--- config.mk ---
export PLATFORM = sky130hd
export DESIGN_NAME = reverser_pipe
export DESIGN_NICKNAME = d
export VERILOG_FILES = /design/src/rtl/reverser_pkg.sv /design/src/rtl/rev_perm.sv /design/src/rtl/reverser_pipe.sv
export SDC_FILE = /design/constraint.sdc
export NUM_CORES = 1
export LEC_CHECK = 0
export ABC_CLOCK_PERIOD_IN_PS = 3300
export CORE_MARGIN = 2
export CORE_UTILIZATION = 38
export DETAILED_ROUTE_END_ITERATION = 12
export PLACE_DENSITY_LB_ADDON = 0.05
export SKIP_LAST_GASP = 1
export SLEW_MARGIN = 10
export SYNTH_ARGS = -nofsm -noshare
export SYNTH_HDL_FRONTEND = slang
export SYNTH_SLANG_ARGS = --single-unit
--- constraint.sdc ---
create_clock -name clk -period 3.3 [get_ports clk]
set_clock_uncertainty 0.05 [all_clocks]
set_input_delay 0.33 -clock clk [delete_from_list [all_inputs] [get_ports clk]]
set_output_delay 0.33 -clock clk [all_outputs]
set_load 0.01 [all_outputs]
--- src/rtl/reverser_pkg.sv ---
// Shared definitions for the reverser pipeline: permutation mode encoding.
package reverser_pkg;

  typedef logic [1:0] mode_t;

  localparam mode_t MODE_PASS      = 2'b00;
  localparam mode_t MODE_BIT_REV   = 2'b01;
  localparam mode_t MODE_GRP_ORDER = 2'b10;
  localparam mode_t MODE_GRP_BITS  = 2'b11;

endpackage

--- src/rtl/rev_perm.sv ---
// Combinational bit permutation selected per beat by a 2-bit mode.
// Every candidate permutation is pure wiring; only the final select is logic.
module rev_perm
  import reverser_pkg::*;
#(
  parameter int WIDTH = 8,
  parameter int GROUP = 4
) (
  input  logic [WIDTH-1:0] data,
  input  mode_t            mode,
  output logic [WIDTH-1:0] result
);

  localparam int NG = WIDTH / GROUP;

  logic [WIDTH-1:0] bit_rev;
  logic [WIDTH-1:0] grp_order;
  logic [WIDTH-1:0] grp_bits;

  // A width that does not split into whole groups has no meaningful group modes.
  if (WIDTH % GROUP != 0) begin : g_width_check
    $error("rev_perm: WIDTH must be a multiple of GROUP");
  end

  for (genvar i = 0; i < WIDTH; i++) begin : g_bits
    localparam int G = i / GROUP;
    localparam int K = i % GROUP;
    assign bit_rev[i]   = data[WIDTH-1-i];
    assign grp_order[i] = data[(NG-1-G)*GROUP + K];
    assign grp_bits[i]  = data[G*GROUP + (GROUP-1-K)];
  end

  // Pick the permuted word that matches the beat's mode.
  always_comb begin
    result = data;
    case (mode)
      MODE_PASS:      result = data;
      MODE_BIT_REV:   result = bit_rev;
      MODE_GRP_ORDER: result = grp_order;
      MODE_GRP_BITS:  result = grp_bits;
      default:        result = data;
    endcase
  end

endmodule

--- src/rtl/reverser_pipe.sv ---
// Two-stage ready/valid pipeline applying a per-beat bit permutation.
// S1 captures the raw beat, S2 holds the permuted result that drives the outputs.
// Backpressure ripples combinationally from out_ready to in_ready, so a full
// pipeline with a ready sink still accepts one beat per cycle.
module reverser_pipe
  import reverser_pkg::*;
#(
  parameter int WIDTH = 8,
  parameter int GROUP = 4,
  parameter int CNT_W = 16
) (
  input  logic             clk,
  input  logic             rst_n,
  input  logic             in_valid,
  output logic             in_ready,
  input  logic [WIDTH-1:0] in_data,
  input  mode_t            in_mode,
  output logic             out_valid,
  input  logic             out_ready,
  output logic [WIDTH-1:0] out_data,
  output mode_t            out_mode,
  output logic [CNT_W-1:0] beat_cnt
);

  logic             s1_valid;
  logic [WIDTH-1:0] s1_data;
  mode_t            s1_mode;
  logic             s2_valid;
  logic [WIDTH-1:0] s2_data;
  mode_t            s2_mode;
  logic [WIDTH-1:0] perm_data;
  logic             s1_adv;
  logic             s2_adv;
  logic             in_fire;

  rev_perm #(
    .WIDTH (WIDTH),
    .GROUP (GROUP)
  ) u_perm (
    .data   (s1_data),
    .mode   (s1_mode),
    .result (perm_data)
  );

  // A stage may load when it is empty or its contents move on this cycle.
  always_comb begin
    s2_adv   = !s2_valid || out_ready;
    s1_adv   = !s1_valid || s2_adv;
    in_ready = rst_n && s1_adv;
    in_fire  = in_valid && in_ready;
  end

  // S1 captures the incoming beat and mode as-is.
  always_ff @(posedge clk) begin
    if (!rst_n) begin
      s1_valid <= 1'b0;
      s1_data  <= '0;
      s1_mode  <= MODE_PASS;
    end else if (s1_adv) begin
      s1_valid <= in_valid;
      if (in_valid) begin
        s1_data <= in_data;
        s1_mode <= in_mode;
      end
    end
  end

  // S2 captures the permuted S1 beat; it holds while the sink stalls.
  always_ff @(posedge clk) begin
    if (!rst_n) begin
      s2_valid <= 1'b0;
      s2_data  <= '0;
      s2_mode  <= MODE_PASS;
    end else if (s2_adv) begin
      s2_valid <= s1_valid;
      if (s1_valid) begin
        s2_data <= perm_data;
        s2_mode <= s1_mode;
      end
    end
  end

  // Count every accepted input beat, wrapping naturally at the counter width.
  always_ff @(posedge clk) begin
    if (!rst_n) begin
      beat_cnt <= '0;
    end else if (in_fire) begin
      beat_cnt <= beat_cnt + CNT_W'(1);
    end
  end

  assign out_valid = s2_valid;
  assign out_data  = s2_data;
  assign out_mode  = s2_mode;

endmodule
==> metrics.csv, run 1 <==
metric,value,unit
status,"complete, no violations",
NumNets Final,251,
Worst Max-Slew Pin Slew,654,ps
Final Instance Area,2360,sq um
TritonCTS clock tree,yes,
asr flop ratio synth,0,%
Die X,73.3,um
synthesized netlist cell count,197,
Critical Path Sink Type,output port,
max frequency,0.422,GHz
Area after DPL,2260,sq um
drt initial violations,96,
"Clk pin slew, worst setup/hold paths",70,ps
vias in the first global route,1356,
final number of hold-violating endpoints,0,
ANT nets after route,0,
DR vias,1473,
MaxCap Viol Count,0,
cell area after synthesis,1820,sq um
post-CTS setup buffer count,0,
Post-synth EDFFs,0,
cell-internal power,697,uW
Final setup viols,0,
worst ir drop on vdd,0.000212,V
ANT cells,0,
Tcrit/Tclk final,71.8,%
num rows,25,
PnR worst setup slack,932,ps
"FF+latch count, synth",38,
"Net Count, Synth",212,
fraction of layout cells with a size suffix above 1,9.70,%
all-layer global routing usage,15.9,%
number of port buffers,41,
# clock sinks,38,
switch share,23.4,%
Worst Hold Class,register to register,
flop-to-flop setup slack,1560,ps
H-tree Lvls,2,
grt total ovfl,0,
CP Max Fanout,20,
post-synth top area cell,dfxtp_1,
area growth from synthesis to final layout,29.1,%
DRC,0,
Setup TNS Final,0,ps
Worst-Skew Late Latency,290,ps
Psw,213,uW
count of unique library cells instantiated by Yosys,35,
WP data arrival,1990,ps
syn_area_per_cell,9.26,sq um
kind of critical path,input pin to output port,
vias per std cell,5.06,
drt total wl,3830,um
initial antenna violation count,0,
RSZ-0062 raised after global routing,no,
top-count cell post-synth,nand2_1,
Ys Warns,0,
Vert. Die Dim,73.3,um
TritonRoute pass-1 iters,4,
sequential power share,53.9,%
Area contributors post-synth,"dfxtp_1, nand2_1, mux4_2, a21boi_0, mux2i_1",
clock power share,35.7,%
die area,5370,sq um
sequential cell area fraction in the yosys report,41.7,%
fin crit period,2370,ps
# IOs,42,
TritonCTS Buffers,5,
Synth Flop Type,dfxtp_1,
leakage power,0.000874,uW
largest net degree at the start of global routing,21,
cts hold-fix bufs,0,
# resized after CTS,0,
Final Slew Violations,0,
Critical Path RT,2920,ps
root buf cell,clkbuf_8,
Worst slew margin,56.2,%
startpoint types,input pin,
Yosys top cell area share,41.7,%
Place WS,925,ps
gpl congestion,0.738,
Initial Utilization,39.1,%
Core ar.,4660,sq um
first-pass GRT wire length,6440,um
pwr dens,386,nW/um^2
Commonest cells post-synth,"nand2_1, dfxtp_1, a21boi_0",
Gate power share,10.4,%
placed wire-length estimate,2880,um
WL/cell,13.2,um
Clock Tree Buf Depth,2,
==> power by group through the flow <==
stage / combinational, uW / sequential, uW / clock [uW]
CTS: 95.3 / 491 / 341
finish: 94.4 / 491 / 325
floorplan: 57.9 / 496 / 0
global placement: 92.3 / 500 / 0
global route: 104 / 494 / 365
detailed placement: 95.0 / 502 / 0
==> final timing paths <==
kind / from / to / cells past startpoint
setup / recovery: rst_n / in_ready / 3
hold / removal: out_data[0] / out_data[0] / 2
setup reg to reg: beat_cnt[4] / beat_cnt[13] / 4
hold reg to reg: out_data[0] / out_data[0] / 2
==> final cells by class <==
type | count | area, sq um
fill | 442 | 2300
multi-input combinational | 146 | 1000
sequential | 38 | 761
timing repair buffer | 43 | 425
clock buffer | 7 | 86.3
tap | 54 | 67.6
inverter | 2 | 7.51
clock inverter | 1 | 5.00
==> kinds of logic (layout without fill, tap and decap cells) <==
kind of cell,count (synthesis),in the layout,synth area share (%)
DFF,38,38,41.7
xor gates and xnor gates,7,7,3.36
AOI/OAI and AO/OA,27,27,11.2
adders and majority gates,1,1,0.686
muxes,14,14,13.2
and+or+nand+nor,97,97,26.5
buffers and inverters,13,53,3.29
==> metrics by stage <==
step	hold slack [ps]	std cells	power, uW	utilization (%)
2_1_floorplan	404	197	554	-
3_3_place_gp	397	283	592	48.6
3_5_place_dp	410	283	597	48.6
4_1_cts	420	291	927	50.6
5_1_grt	428	291	964	50.6
6_report	411	291	910	50.6
==> layer usage <==
layer  share of wire, %  GRT usage, %
met5                  0             0
met4                1.0          8.44
met3                4.5          3.57
met2                 44          21.7
met1                 50          23.0
==> layout by cell type (no fill, tap or decap), drive strengths merged, types with 4 or more instances in the layout <==
cell	instances
clkdlybuf4s50	41
clkbuf	7
xor2	6
nand3	6
and2	10
nor4	4
mux2i	6
a21boi	23
nand2	56
mux4	8
nand2b	6
dfxtp	38
==> state kept, by name, indices dropped and copies added, names as in the netlist <==
name and count:
beat_cnt 16, out_data 8, out_mode 2, out_valid 1
s1_data 8, s1_mode 2, s1_valid 1
==> critical path, cell delays in order <==
cell and delay, ps:
clkdlybuf4s50_1 890, and2_1 230, clkdlybuf4s50_1 530
No activity file was read; power rests on OpenSTA's default activity.
==> inputs of run 2 (changes only) <==
ABC_CLOCK_PERIOD_IN_PS = 2400   (was 3300)
clock period = 2.4 ns   (was 3.3 ns; I/O delays follow)
==> run 2 against run 1 <==
Register-to-register slack lost 800 ps. Clock power grew 39%. Die area is the same. Worst setup slack lost 510 ps. Sequential share of layout area is the same. Worst hold slack gained 4.6 ps. Final area is the same. First-iteration DRC count shrank 55%. Non-clock buffer count is the same. Wire length grew 2.9%.
==> metrics.csv, run 2 (synthesized netlist as in run 1, its figures left out) <==
metric,value,unit,change
NumNets Final,251,,unchanged
drt initial violations,43,,-55%
Core ar.,4660,sq um,unchanged
area growth from synthesis to final layout,29.1,%,unchanged
gpl congestion,0.833,,+13%
largest net degree at the start of global routing,25,,+19%
post-CTS setup buffer count,0,,unchanged
WP data arrival,1690,ps,-300 ps
r2r startpoint,beat_cnt[4],,
pwr dens,533,nW/um^2,+38%
RSZ-0062 raised after global routing,no,,
fin crit period,1980,ps,
fillers,460,,+4.1%
"commonest cells after routing, fill and taps aside","nand2_1, clkdlybuf4s50_1, dfxtp_1",,
# IOs,42,,unchanged
vias in the first global route,1436,,+5.9%
# clock sinks,38,,unchanged
worst ir drop on vdd,0.000275,V,+30%
number of port buffers,41,,unchanged
TritonCTS Buffers,5,,unchanged
Worst-Skew Late Latency,290,ps,about the same
Worst Hold Class,register to register,,
leakage power,0.000874,uW,unchanged
Worst Max-Slew Pin Slew,461,ps,-193 ps
WL/cell,13.5,um,+2.9%
all-layer global routing usage,16.1,%,+0.24 points
Die X,73.3,um,unchanged
Initial Utilization,39.1,%,unchanged
Critical Path Sink Type,output port,,
initial antenna violation count,0,,unchanged
post-layout util,50.6,%,unchanged
final number of hold-violating endpoints,0,,unchanged
die area,5370,sq um,unchanged
drt total wl,3940,um,+2.9%
Area after DPL,2260,sq um,unchanged
max frequency,0.504,GHz,
Final Instance Area,2360,sq um,unchanged
startpoint types,input pin,,
Clock Tree Buf Depth,2,,unchanged
CP Max Fanout,4,,-80%
cts hold-fix bufs,0,,unchanged
Final Power,1260,uW,+38%
grt total ovfl,0,,unchanged
Min-Delay Startpoint,out_data[0],,
Final Slew Violations,0,,unchanged
kind of critical path,input pin to output port,,
TritonRoute pass-1 iters,4,,unchanged
TritonCTS clock tree,yes,,
Biggest register,beat_cnt,,
DRC,0,,unchanged
Worst Setup SP,out_ready,,
# resized after CTS,0,,unchanged
ANT cells,0,,unchanged
status,"complete, no violations",,
Worst slew margin,69.2,%,+13 points
Final setup viols,0,,unchanged
Setup TNS Final,0,ps,unchanged
Critical Path RT,2110,ps,-810 ps
placed wire-length estimate,2960,um,+2.6%
ANT nets after route,0,,unchanged
H-tree Lvls,2,,unchanged
num rows,25,,unchanged
non-filler instance count after layout,291,,unchanged
Tcrit/Tclk final,82.6,%,
Vert. Die Dim,73.3,um,unchanged
MaxCap Viol Count,0,,unchanged
max reg flops,16,,unchanged
fraction of layout cells with a size suffix above 1,9.70,%,unchanged
"Clk pin slew, worst setup/hold paths",70,ps,about the same
first-pass GRT wire length,6670,um,+3.4%
DR vias,1454,,-1.3%
Inst Count DP,283,,unchanged
root buf cell,clkbuf_8,,
"leading cell type in the layout, fill and taps excluded",nand2_1,,
vias per std cell,5.00,,-1.3%
-- run 2: path summary, 6_finish.rpt --
| check | slack [ps] | to | cells past startpoint |
|---|---|---|---|
| max | 420 | in_ready | 4 |
| min | 420 | out_data[0] | 2 |
| max reg2reg | 760 | beat_cnt[13] | 4 |
| min reg2reg | 420 | out_data[0] | 2 |
-- run 2: stage by stage --
| step | hold WS (ps) | setup WS [ps] |
|---|---|---|
| 3_3_place_gp | 397 | 437 |
| 5_1_grt | 440 | 384 |
| 6_report | 416 | 418 |
| 4_1_cts | 420 | 419 |
| 2_1_floorplan | 314 | 923 |
| 3_5_place_dp | 411 | 394 |
-- run 2: per-layer routing --
layer	global-route usage [%]	part of all wire, %	vias up
met5	0	0	-
met4	4.53	0.58	0
met3	4.80	4.4	4
met2	23.1	43	29
met1	23.4	52	668
li1	-	-	753
-- run 2: area by class of cell --
class                   count  area (sq um)  area share [%]
clock inverters             1          5.00           0.212
clock buffers               7          86.3            3.66
inverters                   2          7.51           0.319
multi-input cells         146          1000            42.6
repair buffers             43           425            18.1
flip-flops and latches     38           761            32.3
well taps                  54          67.6            2.87
-- run 2: critical path, cell delays in order --
cell and delay [ps]:
clkdlybuf4s50_1 500, nand3b_1 230, and2_1 170, clkdlybuf4s50_1 550
-- run 2: where the power goes --
part | switching [uW] | total (uW) | internal (uW)
Clock | 220 | 452 | 232
Combinational | 52.6 | 129 | 76.7
Sequential | 24.7 | 675 | 650
Total | 298 | 1260 | 958
